--- src/rtl/spi_slave.sv ---
// SPI mode-0 slave: synchronizes the SPI pins into clk_100, shifts MSB-first words in/out,
// supports back-to-back words under one chip select and flags frames cut short by cs_n.
module spi_slave #(
   parameter int DATA_W      = 8,
   parameter int SYNC_STAGES = 2
) (
   input  logic              clk_100,
   input  logic              a_rst_n,
   input  logic              sclk_i,
   input  logic              cs_n_i,
   input  logic              mosi_i,
   output logic              miso_o,
   input  logic [DATA_W-1:0] tx_data_i,
   output logic              tx_load_o,
   output logic [DATA_W-1:0] rx_data_o,
   output logic              rx_valid_o,
   output logic              frame_err_o,
   output logic              busy_o
);

   localparam int CNT_W = (DATA_W > 2) ? $clog2(DATA_W) : 1;
   localparam logic [CNT_W-1:0] LAST_BIT = CNT_W'(DATA_W - 1);

   typedef enum logic {
      IDLE,
      ACTIVE
   } state_t;

   logic [SYNC_STAGES-1:0] sclk_sync;
   logic [SYNC_STAGES-1:0] cs_sync;
   logic [SYNC_STAGES-1:0] mosi_sync;
   logic                   sclk_d;
   logic                   cs_d;
   logic                   mosi_d;

   logic                   sclk_rise_p1;
   logic                   sclk_fall_p1;
   logic                   cs_fall_p1;
   logic                   cs_rise_p1;

   state_t                 state;
   logic [CNT_W-1:0]       bit_cnt;
   logic [DATA_W-1:0]      tx_sr;
   logic [DATA_W-1:0]      rx_sr;
   logic                   reload_pend;

   logic                   sclk_s;
   logic                   cs_s;
   logic                   mosi_s;

   assign sclk_s = sclk_sync[SYNC_STAGES-1];
   assign cs_s   = cs_sync[SYNC_STAGES-1];
   assign mosi_s = mosi_sync[SYNC_STAGES-1];

   // Synchronizer chains plus one delay register per pin for edge detection
   always_ff @(posedge clk_100 or negedge a_rst_n) begin
      if (!a_rst_n) begin
         sclk_sync <= '0;
         cs_sync   <= '1;
         mosi_sync <= '0;
         sclk_d    <= 1'b0;
         cs_d      <= 1'b1;
         mosi_d    <= 1'b0;
      end else begin
         sclk_sync <= {sclk_sync[SYNC_STAGES-2:0], sclk_i};
         cs_sync   <= {cs_sync[SYNC_STAGES-2:0], cs_n_i};
         mosi_sync <= {mosi_sync[SYNC_STAGES-2:0], mosi_i};
         sclk_d    <= sclk_s;
         cs_d      <= cs_s;
         mosi_d    <= mosi_s;
      end
   end

   // Registered edge strobes; mosi_d is captured on the same edge so it lines up with sclk_rise_p1
   always_ff @(posedge clk_100 or negedge a_rst_n) begin
      if (!a_rst_n) begin
         sclk_rise_p1 <= 1'b0;
         sclk_fall_p1 <= 1'b0;
         cs_fall_p1   <= 1'b0;
         cs_rise_p1   <= 1'b0;
      end else begin
         sclk_rise_p1 <= sclk_s & ~sclk_d;
         sclk_fall_p1 <= ~sclk_s & sclk_d;
         cs_fall_p1   <= ~cs_s & cs_d;
         cs_rise_p1   <= cs_s & ~cs_d;
      end
   end

   // Frame control; cs_n edges outrank any SCLK edge seen in the same cycle
   always_ff @(posedge clk_100 or negedge a_rst_n) begin
      if (!a_rst_n) begin
         state       <= IDLE;
         bit_cnt     <= '0;
         tx_sr       <= '0;
         rx_sr       <= '0;
         rx_data_o   <= '0;
         reload_pend <= 1'b0;
         miso_o      <= 1'b0;
         tx_load_o   <= 1'b0;
         rx_valid_o  <= 1'b0;
         frame_err_o <= 1'b0;
         busy_o      <= 1'b0;
      end else begin
         tx_load_o   <= 1'b0;
         rx_valid_o  <= 1'b0;
         frame_err_o <= 1'b0;

         case (state)
            IDLE: begin
               miso_o <= 1'b0;
               busy_o <= 1'b0;
               if (cs_fall_p1) begin
                  state       <= ACTIVE;
                  busy_o      <= 1'b1;
                  bit_cnt     <= '0;
                  reload_pend <= 1'b0;
                  tx_sr       <= tx_data_i;
                  miso_o      <= tx_data_i[DATA_W-1];
                  tx_load_o   <= 1'b1;
               end
            end

            ACTIVE: begin
               if (cs_rise_p1) begin
                  state       <= IDLE;
                  busy_o      <= 1'b0;
                  miso_o      <= 1'b0;
                  bit_cnt     <= '0;
                  reload_pend <= 1'b0;
                  if (bit_cnt != '0) begin
                     frame_err_o <= 1'b1;
                  end
               end else if (sclk_rise_p1) begin
                  rx_sr <= {rx_sr[DATA_W-2:0], mosi_d};
                  if (bit_cnt == LAST_BIT) begin
                     rx_data_o   <= {rx_sr[DATA_W-2:0], mosi_d};
                     rx_valid_o  <= 1'b1;
                     bit_cnt     <= '0;
                     reload_pend <= 1'b1;
                  end else begin
                     bit_cnt <= bit_cnt + CNT_W'(1);
                  end
               end else if (sclk_fall_p1) begin
                  if (bit_cnt != '0) begin
                     tx_sr  <= {tx_sr[DATA_W-2:0], 1'b0};
                     miso_o <= tx_sr[DATA_W-2];
                  end else if (reload_pend) begin
                     // Next word under the same chip select
                     reload_pend <= 1'b0;
                     tx_sr       <= tx_data_i;
                     miso_o      <= tx_data_i[DATA_W-1];
                     tx_load_o   <= 1'b1;
                  end
               end
            end

            default: begin
               state  <= IDLE;
               busy_o <= 1'b0;
               miso_o <= 1'b0;
            end
         endcase
      end
   end

endmodule

--- config.mk ---
export PLATFORM = sky130hd
export DESIGN_NAME = spi_slave
export DESIGN_NICKNAME = d
export VERILOG_FILES = /design/src/rtl/spi_slave.sv
export SDC_FILE = /design/constraint.sdc
export NUM_CORES = 1
export LEC_CHECK = 0
export CORE_ASPECT_RATIO = 1.75
export CORE_MARGIN = 4
export CORE_UTILIZATION = 35
export CTS_CLUSTER_DIAMETER = 50
export DETAILED_ROUTE_END_ITERATION = 12
export PLACE_DENSITY = 0.65
export SETUP_SLACK_MARGIN = 0.2
export SLEW_MARGIN = 15
export SYNTH_ARGS = -nofsm -noshare
export SYNTH_HDL_FRONTEND = slang
export SYNTH_SLANG_ARGS = --single-unit
--- constraint.sdc ---
create_clock -name clk_100 -period 1.85 [get_ports clk_100]
set_input_delay 0.185 -clock clk_100 [delete_from_list [all_inputs] [get_ports clk_100]]
set_output_delay 0.185 -clock clk_100 [all_outputs]
set_load 0.02 [all_outputs]
# Word level (Yosys, flattened, before mapping)
# Cells that the tools add are included.
# classes
mul	0
addsub	1
n_bitwise	10
n_mux	44
reduce_logical	7
n_shift	0
div	0
magnitude_cmp	0
n_eq_ne	14
# ops
op	count
two-way mux 7 bit	6
two-way mux 1 bit	27
one-hot mux 7 bit (2 select lines)	1
two-way mux 3 bit	4
!= test 2 bit (second input constant)	5
one-hot mux 1 bit (2 select lines)	5
!= test 3 bit (second input constant)	3
!= test 4 bit (second input constant)	2
AND reduction 4 bit	2
NOT 1 bit	6
one-hot mux 3 bit (2 select lines)	1
AND reduction 3 bit	2
AND reduction 5 bit	1
bitwise AND 1 bit	4
!= test 4 x 2 -> 1 bit (second input constant)	1
!= test 4 x 3 -> 1 bit (second input constant)	1
adder 3 x 1 -> 3 bit (second input constant)	1
== test 3 bit (second input constant)	1
!= test 3 x 1 -> 1 bit (second input constant)	1
nonzero test 3 bit	1
AND reduction 2 bit	1
# word_totals
ramBits	0
out_inout_bits	13
n_memories	0
latchBits	0
wordCells	97
mem_bits_ro	0
inputBits	13
register_bits	45

# Logic depth before layout (Yosys ltp)
# logic_depth
word_depth	6
ltp_mapped	6
mapped_depth_nobuf	5

# Worst setup path before layout
# No wires, ideal clock.
# synth_path
kind	reg-to-reg
start	register bit_cnt[0]
end	register tx_sr[0]
setup_ns	0.127
path_stages_with_launch	7
arrival_ns	1.457
path_buffers	1
required_ns	1.723
synth_period_minus_slack_ns	1.584
path_slack_ns	0.266
path_cell_list	dfrtp_1 inv_1 ha_1 or3b_1 buf_6 a21o_4 mux2i_1
# synth_between
elab_chain_cells	6
elab_cells_between_ends	8
classes_between	eq/ne (1); mux (5); reduce/logical (2)
# synth_lines
item	line_no	source
start, declared	42	logic [CNT_W-1:0] bit_cnt;
start signal, assigned	141	bit_cnt <= bit_cnt + CNT_W'(1);
nonzero test 3 bit (*)	144	if (bit_cnt != '0) begin
two-way mux 7 bit	144	
two-way mux 7 bit	143	end else if (sclk_fall_p1) begin
two-way mux 7 bit	133	end else if (sclk_rise_p1) begin
two-way mux 7 bit	124	if (cs_rise_p1) begin
one-hot mux 7 bit (2 select lines)	108	case (state)
end signal, assigned	117	tx_sr <= tx_data_i;
end signal, assigned	145	tx_sr <= {tx_sr[DATA_W-2:0], 1'b0};
end signal, assigned	150	tx_sr <= tx_data_i;
end, declared	43	logic [DATA_W-1:0] tx_sr;
# Every way passes the cells marked *; elsewhere a longest branch is shown, timed or not. The select of a mux whose other input is x is not followed.
# A chain may end at the register's enable or synchronous reset.

# Worst setup path in the final report
# layout_path
start	register bit_cnt[1]
end	register tx_sr[0]
# The elaborated chain is that of the path after synthesis.

==> results.cfg <==
[grt]
grt_usage_pct = 11.55
grt_max_degree = 46
overflow = 0
grt_first_pass_wirelength_mm = 5.878
grt_pass1_vias = 1288
antenna_found_initial = 0

[critical_path]
cp_max_fo = 7
reg2reg_depth = 5
endpoint_kind = flip-flop
startpoint_type = flip-flop
critical_path_class = flip-flop to flip-flop
cp.arrival_ps = 1740
required_ps = 2020

[power_and_ir_drop]
p_per_area_nw_per_um2 = 999.9
p_leak_nw = 1.019
vdd_drop_max_v = 0.0006238
comb_power_share_pct = 19.8
p_switching_w = 0.0006407
seq_power_share_pct = 54.6
p_clk_share_pct = 25.6
p_int_w = 0.001630
swShare_pct = 28.22

[floorplanning]
num_rows = 34
coreArea_um2 = 5020
die_w_um = 62.46
dieArea_um2 = 6453
die_y_um = 103.3
start_util_pct = 36.19
io_pins = 26

[drt]
wl_per_cell_um = 15.15
drcViolationCount = 0
dr.pass1.iters = 4
ant_nets = 0
vias = 1219
drt-total-wl_mm = 3.440
avgViaCountPerCell = 5.370
drt_iter0_drc = 36

[timing]
period_share_pct = 84.56
finalHoldViolCount = 0
rsz0062_at_grt = false
finalMaxSlewViolations = 0
clock_skew_ps = 5.853
tns_ps = 0
max_freq_ghz = 0.6392
tightest_slew_ps = 538.5
slew-limit-headroom_pct = 64.10
setup_slack_ps = 285.5
final.min_clock_period_ps = 1564
setup_violations = 0

[placed_design]
place_area_um2 = 2137
io_buffer_count = 25
dp_hpwl_mm = 2.376
gp_congestion = 0.8245
pre_cts_ws_ps = 134.4

[cells_and_area]
postLayoutCellArea_um2 = 2271
nFillCells = 495
drive_gt1_share_pct = 23.70
area_growth_pct = 25.00
regArea_um2 = 1130
final_util_pct = 45.24
insertedDiodeCount = 0
nNetsFinal = 188
multi_input_area_um2 = 659.4

[clocking]
cts_tree = built
numCtsBuffers = 5
root_buffer = clkbuf_8
cts_buffer_depth = 2
cts_sinks = 45
clkLatencyLatePin_ps = 290
path_clk_slew_ps = 80
htreeDepth = 2
postCtsSetupBuffers = 0

[synth]
synth-seq-cells = 45
ys_seq_area_share_pct = 62.19
synth_warnings = 0
synth_cells = 139
syn-num-nets = 155
synth_cell_types = 33
syn_area_um2 = 1817
synth.avg_cell_area_um2 = 13.07

[hold_path]
holdPathStages = 1
hp-class = input pin to flip-flop

[run_status]
outcome = complete, no violations

[job]
maxCapViolations = 0
## worst max-delay path, stage by stage, from the launching register on
cell and delay (ps):
dfrtp_1 410, inv_1 100, ha_4 150, or3b_4 410, a21o_4 250, mux2i_1 120
## path summary, 6_finish.rpt
check | slack [ps] | end | start
setup / recovery | 290 | tx_sr[0]$_DFFE_PN0P_ | bit_cnt[1]$_DFFE_PN0P_
hold / removal | 300 | cs_sync[0]$_DFF_PN1_ | cs_n_i
setup reg to reg | 290 | tx_sr[0]$_DFFE_PN0P_ | bit_cnt[1]$_DFFE_PN0P_
hold reg to reg | 360 | cs_sync[1]$_DFF_PN1_ | cs_sync[0]$_DFF_PN1_
max in group asynchronous | 980 | cs_sync[1]$_DFF_PN1_ | a_rst_n
min in group asynchronous | 490 | rx_sr[3]$_DFFE_PN0P_ | a_rst_n
## state kept, by name, summed over array words and instances, names as in the netlist, 2 cells and up
name / flops
cs_sync: 2
bit_cnt: 3
rx_data_o: 8
rx_sr: 7
tx_sr: 7
mosi_sync: 2
sclk_sync: 2
## per-layer routing
metal / GRT usage, % / share of wire (%) / vias to the layer above
met5: 0 / 0 / -
met4: 5.442 / 2.2 / 0
met3: 3.027 / 4.6 / 8
met2: 21.79 / 54 / 37
met1: 11.89 / 39 / 607
li1: - / - / 567
## cell usage in the layout, fill, tap and decap left out, drive strengths merged, types with 2 or more instances in the layout
cell type and n:
or3b 2, nand3 7, o21ai 8, nand2 2, a32o 2, clkdlybuf4s50 24
a21oi 2, a31oi 7, nor2b 8, inv 7, a211oi 8, dfrtp 42
clkbuf 6, nand2b 2, nand3b 2, a21o 2, clkinvlp 2, mux2 15
ha 3, buf 7, dfstp 3
## area by class of cell
type | instances | area share [%]
Inverter | 7 | 1.157
Timing Repair Buffer | 32 | 13.22
Tap cell | 54 | 2.975
Clock buffer | 6 | 3.196
Clock inverter | 2 | 0.6612
Multi-Input combinational cell | 81 | 29.04
Sequential cell | 45 | 49.75
## logic make-up (layout without fill, tap and decap cells)
logic type | Yosys count | count (layout) | synth area share, %
DFF | 45 | 45 | 62.19
AOI/OAI and AO/OA | 34 | 34 | 13.29
and+or+nand+nor | 27 | 28 | 9.091
muxes | 16 | 16 | 9.848
buffers and inverters | 14 | 47 | 3.512
adders and majority gates | 3 | 3 | 2.066
## power by group through the flow
stage	Combinational, W	Clock, W	Sequential [W]
3_3_place_gp	0.000401	0	0.00125
5_1_grt	0.000504	0.000650	0.00126
4_1_cts	0.000421	0.000618	0.00123
3_5_place_dp	0.000413	0	0.00125
2_1_floorplan	0.000280	0	0.00123
6_report	0.000449	0.000582	0.00124
## through the flow
stage	instances	total power, W	hold slack, ps
after detailed placement	217	0.001665	294.8
after global routing	227	0.002414	278.3
after CTS	226	0.002274	284.0
after floorplan	139	0.001512	-110.6
final	227	0.002271	296.6
after global placement	217	0.001647	285.3
## Yosys cell counts, drive strengths merged
master	number	area [um^2]
a31oi	7	43.79
nor4bb	1	10.01
inv	7	26.28
a22o	1	8.760
nor3	1	5.000
nand3b	2	15.01
a211oi	8	60.06
nand3	7	40.04
or3b	1	8.760
a32o	2	20.02
a41o	1	10.01
nor2	1	3.750
ha	3	37.54
or2	1	6.260
o21ai	8	40.04
dfrtp	42	1051
a21oi	2	10.01
mux2i	1	10.01
o2111a	1	11.26
o22a	1	8.760
mux2	15	168.9
nor2b	8	50.05
clkbuf	3	11.26
nand2	2	7.510
a21o	2	22.52
and3	1	6.260
dfstp	3	78.83
nand2b	2	12.51
o22ai	1	6.260
buf	4	26.27
## what timing repair did
item | in CTS | in global routing
gates cloned | 0 | 1
hold buffers | 1 | 0
resized for setup | 1 | 6
hold endpoints to repair | 42 | 0
setup endpoints to repair | 8 | 8
(Power assumes the default switching activity.)
